===== src/rtl/i2s_tx_pkg.sv =====
// i2s_tx_pkg: state type, sizing helpers and underrun fill selection (I2S_TX_UNDERRUN_HOLD_EN picks hold vs mute).
package i2s_tx_pkg;
  typedef enum logic {IDLE, RUN} state_t;
  function automatic int frame_len(input int fxp_size);
    return 2 * fxp_size;
  endfunction
  function automatic int ptr_w(input int depth);
    return $clog2(depth) + 1;
  endfunction
`ifdef I2S_TX_UNDERRUN_HOLD_EN
  localparam bit UNDERRUN_HOLD = 1'b1;
`else
  localparam bit UNDERRUN_HOLD = 1'b0;
`endif
endpackage


===== src/rtl/i2s_tx_serializer_if.sv =====
// i2s_tx_serializer_if: valid-strobed sample stream from the effects pipeline into the serializer.
interface i2s_tx_serializer_if #(parameter int W = 16);
  logic         i_valid;
  logic [W-1:0] i_sample;
  logic         o_ready;
  modport master (output i_valid, i_sample, input o_ready);
  modport slave  (input i_valid, i_sample, output o_ready);
endinterface


===== src/rtl/sync_sample_fifo.sv =====
// sync_sample_fifo: power-of-two sample FIFO with wrap-bit pointers and a show-ahead head.
module sync_sample_fifo import i2s_tx_pkg::*; #(
  parameter int W     = 16,
  parameter int DEPTH = 4
) (
  input  logic         clk,
  input  logic         rst,
  input  logic         i_push,
  input  logic [W-1:0] i_data,
  input  logic         i_pop,
  output logic         o_full,
  output logic         o_empty,
  output logic [W-1:0] o_head
);
  localparam int PW = ptr_w(DEPTH);
  logic [W-1:0]  r_mem [DEPTH];
  logic [PW-1:0] r_wr, r_rd;
  always_ff @(posedge clk or negedge rst) begin
    if (!rst) begin
      r_wr <= '0;
      r_rd <= '0;
    end else begin
      if (i_push) r_wr <= r_wr + PW'(1);
      if (i_pop) r_rd <= r_rd + PW'(1);
    end
  end
  always_ff @(posedge clk) if (i_push) r_mem[r_wr[PW-2:0]] <= i_data;
  assign o_full  = (r_wr[PW-1] != r_rd[PW-1]) && (r_wr[PW-2:0] == r_rd[PW-2:0]);
  assign o_empty = r_wr == r_rd;
  assign o_head  = r_mem[r_rd[PW-2:0]];
endmodule


===== src/rtl/i2s_tx_serializer.sv =====
// i2s_tx_serializer: FIFO-buffered mono sample to I2S serializer (both slots), bclk/lrclk generation, sticky overflow/underrun.
module i2s_tx_serializer import i2s_tx_pkg::*; #(
  parameter int fxp_size   = 16,
  parameter int bclk_div   = 16,
  parameter int fifo_depth = 4
) (
  input  logic                clk,
  input  logic                rst,
  i2s_tx_serializer_if.slave  s_in,
  output logic                o_bclk,
  output logic                o_lrclk,
  output logic                o_sdata,
  output logic                o_overflow,
  output logic                o_underrun
);
  localparam int N  = frame_len(fxp_size);
  localparam int DW = $clog2(bclk_div);
  localparam int BW = $clog2(N);
  logic [DW-1:0]       r_div_cnt;
  logic [BW-1:0]       r_bit_cnt, w_bit_nxt;
  logic [N-1:0]        r_sr;
  logic [fxp_size-1:0] r_last, w_head, w_word;
  state_t              r_state, w_state_nxt;
  logic                w_tc, w_fall, w_start, w_pop, w_push, w_full, w_empty, w_underrun;
  assign w_tc      = r_div_cnt == DW'(bclk_div - 1);
  assign w_fall    = w_tc && o_bclk;
  assign w_start   = w_fall && (r_bit_cnt == BW'(N - 1));
  assign w_pop     = w_start && !w_empty;
  assign w_push    = s_in.i_valid && (!w_full || w_pop);
  assign w_bit_nxt = w_start ? '0 : r_bit_cnt + BW'(1);
  assign s_in.o_ready = !w_full;
  sync_sample_fifo #(.W(fxp_size), .DEPTH(fifo_depth)) u_fifo (
    .clk     (clk),
    .rst     (rst),
    .i_push  (w_push),
    .i_data  (s_in.i_sample),
    .i_pop   (w_pop),
    .o_full  (w_full),
    .o_empty (w_empty),
    .o_head  (w_head)
  );
  always_ff @(posedge clk or negedge rst) begin
    if (!rst) r_state <= IDLE;
    else r_state <= w_state_nxt;
  end
  always_comb begin
    w_state_nxt = r_state;
    w_underrun  = 1'b0;
    w_word      = '0;
    if (w_pop) begin
      w_state_nxt = RUN;
      w_word      = w_head;
    end else if (w_start && r_state == RUN) begin
      w_underrun = 1'b1;
      w_word     = UNDERRUN_HOLD ? r_last : '0;
    end
  end
  // sdata emits the old MSB while the new word loads, giving the one-bclk I2S delay
  always_ff @(posedge clk or negedge rst) begin
    if (!rst) begin
      r_div_cnt  <= '0;
      r_bit_cnt  <= BW'(N - 1);
      r_sr       <= '0;
      r_last     <= '0;
      o_bclk     <= 1'b0;
      o_lrclk    <= 1'b1;
      o_sdata    <= 1'b0;
      o_overflow <= 1'b0;
      o_underrun <= 1'b0;
    end else begin
      r_div_cnt <= w_tc ? '0 : r_div_cnt + DW'(1);
      if (w_tc) o_bclk <= !o_bclk;
      if (w_fall) begin
        r_bit_cnt <= w_bit_nxt;
        o_lrclk   <= w_bit_nxt >= BW'(fxp_size);
        o_sdata   <= r_sr[N-1];
        r_sr      <= w_start ? {w_word, w_word} : r_sr << 1;
      end
      if (w_pop) r_last <= w_head;
      if (w_underrun) o_underrun <= 1'b1;
      if (s_in.i_valid && w_full && !w_pop) o_overflow <= 1'b1;
    end
  end
endmodule


===== src/flat_wrapper.sv =====
// flat-port wrapper written by rule: the top's interface ports become plain ports
module i2s_tx_serializer_flat import i2s_tx_pkg::*;
#(
  parameter int fxp_size   = 16,
  parameter int bclk_div   = 16,
  parameter int fifo_depth = 4
)
  (clk, rst, o_bclk, o_lrclk, o_sdata, o_overflow, o_underrun, s_in_i_valid, s_in_i_sample, s_in_o_ready);
  i2s_tx_serializer_if #(.W((16))) s_in_i ();
  input  logic clk;
  input  logic rst;
  output logic o_bclk;
  output logic o_lrclk;
  output logic o_sdata;
  output logic o_overflow;
  output logic o_underrun;
  input wire logic [$bits(s_in_i.i_valid)-1:0] s_in_i_valid;
  input wire logic [$bits(s_in_i.i_sample)-1:0] s_in_i_sample;
  output wire logic [$bits(s_in_i.o_ready)-1:0] s_in_o_ready;
  assign s_in_i.i_valid = s_in_i_valid;
  assign s_in_i.i_sample = s_in_i_sample;
  assign s_in_o_ready = s_in_i.o_ready;
  i2s_tx_serializer #(.fxp_size(fxp_size), .bclk_div(bclk_div), .fifo_depth(fifo_depth)) u_core (.clk(clk), .rst(rst), .s_in(s_in_i), .o_bclk(o_bclk), .o_lrclk(o_lrclk), .o_sdata(o_sdata), .o_overflow(o_overflow), .o_underrun(o_underrun));
endmodule

===== config.mk =====
export PLATFORM = sky130hd
export DESIGN_NAME = i2s_tx_serializer_flat
export DESIGN_NICKNAME = d
export VERILOG_FILES = /design/src/rtl/i2s_tx_pkg.sv /design/src/rtl/i2s_tx_serializer_if.sv /design/src/rtl/sync_sample_fifo.sv /design/src/rtl/i2s_tx_serializer.sv /design/src/flat_wrapper.sv
export SDC_FILE = /design/constraint.sdc
export NUM_CORES = 1
export LEC_CHECK = 0
export BUFFER_PORTS_ARGS = -buffer_cell sky130_fd_sc_hd__buf_2
export CAP_MARGIN = 30
export CORE_MARGIN = 3
export CORE_UTILIZATION = 46
export DETAILED_ROUTE_END_ITERATION = 6
export GPL_TIMING_DRIVEN = 0
export PLACE_DENSITY = 0.72
export SKIP_CTS_REPAIR_TIMING = 1
export SYNTH_ARGS = -nofsm -noshare
export SYNTH_HDL_FRONTEND = slang
export SYNTH_SLANG_ARGS = --single-unit

===== constraint.sdc =====
create_clock -name clk -period 2.8 [get_ports clk]
set_input_delay 0.56 -clock clk [delete_from_list [all_inputs] [get_ports clk]]
set_output_delay 0.56 -clock clk [all_outputs]
set_load 0.02 [all_outputs]

Yosys cells after proc, flatten, opt, wreduce, memory -nomap -nowiden:

Memories as Yosys holds them, arrays and structs flattened.
Cells that the tools add are included.

* reductions and logical operators: 13
* $lt $le $gt $ge: 1
* $add $sub $neg: 4
* muxes and demuxes: 8
* eq/ne operators: 5

Operators by type and width (number)
* two-way mux 32 bit: 1
* two-way mux 16 bit: 1
* logical AND 1 bit: 8
* adder 3 x 1 -> 3 bit, second input constant: 2
* adder 5 x 1 -> 5 bit, second input constant: 1
* == test 5 bit, second input constant: 1
* greater-or-equal comparator 5 bit, second input constant: 1
* two-way mux 5 bit: 1
* adder 4 x 1 -> 4 bit, second input constant: 1
* == test 4 bit, second input constant: 1
* zero test 1 bit: 4
* two-way mux 1 bit: 4
* two-way mux 4 bit: 1
* == test 3 bit: 1
* == test 2 bit: 1
* logical OR 1 bit: 1
* inequality test 1 bit: 1

* flip-flop bits (word level): 53
* memories: 1
* output and inout port bits: 6
* RAM bits: 64

Memories
* u_core.u_fifo.r_mem: depth 4, width 16, read ports 1, clocked after memory_dff 0, write ports 1, line sync_sample_fifo.sv:16 `logic [W-1:0] r_mem [DEPTH];`

Depth between registers and ports, before layout:

* depth in word-level cells: 8
* mapped depth: 8
* depth with buffers taken out: 7

Modules after synthesis:

Synthesis repeated with hierarchy kept, for this count alone.

* cell total of the unflattened synthesis: 314
* area, all modules: 4919.7 µm²

By module, submodules not included
* sync_sample_fifo: times used 1, cells each 114, area an instance 2696.3 µm², seq. area each 2072.0 µm²
* i2s_tx_serializer: times used 1, cells each 200, area an instance 2223.4 µm², seq. area each 1157.4 µm²

Worst setup path after synthesis:

OpenSTA, ideal clock, no wires.

* kind: register to register
* start: reg u_core.r_bit_cnt[0]
* end: mem u_core.u_fifo.r_mem[0][0] (enable)
* stages on the path, launching flop included: 8
* path slack: 534 ps
* path buffers: 0
* data arrival time: 1893 ps
* library setup time: 374 ps
* cells stage by stage: dfstp_2 -> ha_1 -> and3_1 -> ha_1 -> inv_2 -> nor2_4 -> o21a_4 -> and2_1

* longest elaborated chain between the ends: 7

Ends and longest elaborated chain
* start, declared: line i2s_tx_serializer.sv:20 `logic [BW-1:0] r_bit_cnt, w_bit_nxt;`
* start signal, assigned: line i2s_tx_serializer.sv:62 `r_bit_cnt <= BW'(N - 1);`
* start signal, assigned: line i2s_tx_serializer.sv:74 `r_bit_cnt <= w_bit_nxt;`
* == test 5 bit: line i2s_tx_serializer.sv:27 `assign w_start = w_fall && (r_bit_cnt == BW'(N - 1));`
* logical AND 1 bit: line i2s_tx_serializer.sv:27
* logical AND 1 bit: line i2s_tx_serializer.sv:28 `assign w_pop = w_start && !w_empty;`
* logical OR 1 bit: line i2s_tx_serializer.sv:29 `assign w_push = s_in.i_valid && (!w_full || w_pop);`
* logical AND 1 bit: line i2s_tx_serializer.sv:29
* two-way mux 1 bit: line sync_sample_fifo.sv:27 `always_ff @(posedge clk) if (i_push) r_mem[r_wr[PW-2:0]] <= i_data;`
* two-way mux 1 bit (not written as such): line sync_sample_fifo.sv:27
* end, declared: line sync_sample_fifo.sv:16

Every way passes these cells.

Final worst setup path:

* start: reg u_core.r_bit_cnt[0]
* end: mem u_core.u_fifo.r_mem[3][4] (enable)

The elaborated chain is that of the path after synthesis.

==> results.txt <==
synth unique cells = 36
vias = 2762
std cell rows = 36
chip height = 107.6 µm
Top FF cell, synth = edfxtp_1
Final Hold Viols = 0
fin crit share = 0.8866
synthesized instance count = 327
Post-synth ARST share = 0.4483
Worst path max stage delay = 0.68 ns
Post-synth EDFFs = 64
gp weighted congestion = 0.7801
share of cells above drive strength 1 = 0.2474
crit path DAT = 2.62 ns
CTS tree = done
Yosys Warn Count = 0
Synth area leaders = edfxtp_1 41%, dfrtp_1 25%, a21oi_1 6.6%
first drt pass iteration count = 4
setup_tns = 0 ns
Required @ worst endpoint = 2.94 ns
Fin Clk Skew = 0.008863 ns
Yosys top cell by area = edfxtp_1
Slew Limit Fails = 0
die area = 11570 µm²
Max Fclk = 402.8 MHz
first-pass GRT wire length = 14.50 mm
routed length on met1 = 3.737 mm
clk root buf = clkbuf_8
max cap viols = 0
top-area cell type share of the netlist area = 0.4051
area grow syn2layout = 18.83%
top layer in use = met4
gr usage total = 0.1673
total leakage power = 2.282 nW
worst-margin pin slew = 0.7736 ns
pwr/cell area = 827.6 nW/µm²
total CTS buffers = 17
initial antenna violation count = 0
met3 wire length = 368 µm
core box area = 9910 µm²
placed wire-length estimate = 5.543 mm
largest net degree at the start of global routing = 34
critical path cell sequence = ha_1 -> and3_1 -> ha_1 -> inv_2 -> nor2_4 -> o211a_1
Post-Syn Nets = 354
final antenna diode count = 0
clock sinks = 116
Largest delay share family, worst path = compound AO/OA/AOI/OAI gates
sequential area share after synthesis = 0.6806
Tot Pwr = 4.666 mW
Mapped Area = 4745 µm²
I/O Pins = 25
wire length per cell = 16.59 µm
total gr overflow = 0
outcome = completed
via/cell ratio = 5.342
Critical path buffers and inverters = 1
clock group share of total power = 0.450
final-report setup violation count = 0
WS Path Type = register to register
switching share of power = 0.2474
Starting Density = 0.4788
H-tree depth = 4
Worst setup EP type = register
flops & latches, synth = 116
Max VDD drop = 545.6 µV
1st-iter DRT viols = 166
DRC = 0
worst skew pair latency = 0.51 ns
antenna-violating nets left = 0
Bufs on Longest Clock Path = 2
Worst Setup Start Kind = register
RSZ-0062 raised after global routing = false
Slowest-stage cell, CP = o211a_1
Hold Crit Class = input pin to async pin
vias in the first global route = 2930
Worst slew margin = 0.4843
Internal Pwr Total = 3.511 mW
drt total wl = 8.579 mm
share of power burned in registers = 0.455
worst-path fanout max = 17
most frequent CP cell = ha_1
die width = 107.6 µm
Clock transition at path regs = 0.06 ns
Net Sw Power = 1.155 mW
syn avg cell area = 14.51 µm²
Port Buffer Count = 24
fin nets = 398
Min Clock Period, post-route = 2.483 ns
combinational power share = 0.095
DR WL met2 = 4.363 mm
## power by group through the flow
stage                     registers, mW  logic (mW)  clock network, mW
after floorplan                    2.14       0.304                  0
after global placement             2.14       0.431                  0
after detailed placement           2.16       0.450                  0
after CTS                          2.13       0.452               2.12
after global routing               2.14       0.492               2.21
final                              2.12       0.441               2.10
## cells in the mapped netlist, types with 2 or more instances
master	count
nand4_1	2
edfxtp_1	64
inv_1	3
mux4_2	10
ha_1	8
dfrtp_1	47
xnor2_4	2
and2_1	3
buf_6	3
buf_2	8
xor2_1	3
nor2_1	34
mux4_1	6
dfstp_2	5
a21oi_1	63
clkbuf_1	4
nand3_1	7
xnor2_1	5
o21ai_0	6
nand2_1	28
## worst paths after layout
path / startpoint / to / slack, ns / depth (start not counted)
worst max-delay path: u_core.r_bit_cnt[0]$_DFFE_PN1P_ / u_core.u_fifo.r_mem[3][4]$_DFFE_PP_ / 0.32 / 6
worst min register to register: u_core.r_bit_cnt[1]$_DFFE_PN1P_ / u_core.r_bit_cnt[1]$_DFFE_PN1P_ / 0.47 / 2
min in group clk: s_in_i_sample[11] / u_core.u_fifo.r_mem[0][11]$_DFFE_PP_ / 0.25 / 1
max in group asynchronous: rst / u_core.r_bit_cnt[1]$_DFFE_PN1P_ / 2.18 / 2
worst max register to register: u_core.r_bit_cnt[0]$_DFFE_PN1P_ / u_core.u_fifo.r_mem[3][4]$_DFFE_PP_ / 0.32 / 6
worst min-delay path: rst / u_core.u_fifo.r_rd[2]$_DFFE_PN0P_ / 0.005 / 1
## cells by family (layout without fill, tap and decap cells)
logic type | after synthesis | after routing | synth area share
AOI/OAI and AO/OA | 75 | 75 | 0.08703
xor gates and xnor gates | 10 | 10 | 0.02637
adders and majority gates | 8 | 8 | 0.02110
buffers and inverters | 21 | 78 | 0.02452
DFF | 116 | 116 | 0.6806
muxes | 18 | 18 | 0.08623
and+or+nand+nor | 79 | 79 | 0.07410
## through the flow
stage	std cells	hold WS [ns]	cell area [µm²]	util	worst slack (ns)
floorplan	327	0.2644	4745	-	0.5335
CTS	517	0.004390	5634	0.5686	0.07390
global route	517	0.02453	5638	0.5689	0.1039
finish	517	0.005007	5638	0.5689	0.3174
global placement	484	0.4323	5031	0.5077	0.1196
detailed placement	485	0.4572	5051	0.5097	0.08617
## worst reg2reg max path: stages, from the launching register on
cell,delay (ns)
dfstp_2,0.55
ha_1,0.18
and3_1,0.16
ha_1,0.17
inv_2,0.12
nor2_4,0.23
o211a_1,0.68
## flip-flops by register name, summed over array words and instances, names as in the netlist
signal / cells
u_core.o_underrun: 1
u_core.o_overflow: 1
u_core.u_fifo.r_wr: 3
u_core.r_state: 1
u_core.r_div_cnt: 4
u_core.o_sdata: 1
u_core.r_sr: 32
u_core.o_bclk: 1
u_core.r_bit_cnt: 5
u_core.u_fifo.r_rd: 3
u_core.u_fifo.r_mem: 64
## final cells by class
type / instances / area (µm²)
Buffer: 17 / 101.3
Sequential cell: 116 / 3229
Clock buffer: 17 / 414.1
Tap cell: 133 / 166.4
Fill cell: 814 / 4272
Inverter: 4 / 15.01
Multi-Input combinational cell: 190 / 1403
Timing Repair Buffer: 25 / 140.1
Clock inverter: 15 / 168.9
## cells in the final DEF (no fill, tap or decap), drive strengths merged
cell type,netlist,routed
xnor2,7,7
o21ai,6,6
nand2b,1,1
o21bai,1,1
and4,1,1
nand2,28,28
bufinv,0,2
a31oi,2,2
clkbuf,5,22
dfrtp,47,47
dfstp,5,5
nand3,7,7
nand4,2,2
xor2,3,3
nand3b,1,1
o21a,1,1
clkinv,0,4
mux4,16,16
a21o,1,1
nor2,35,35
clkinvlp,0,2
mux2,2,2
a21oi,63,63
buf,12,37
and3,1,1
ha,8,8
inv,4,11
and2,3,3
o211a,1,1
edfxtp,64,64
## per-layer routing
metal,track usage,up-vias
met3,0.04559,12
met2,0.2726,63
li1,-,1298
met5,0,-
met4,0.07124,0
met1,0.2113,1389
(Power assumes the default switching activity.)
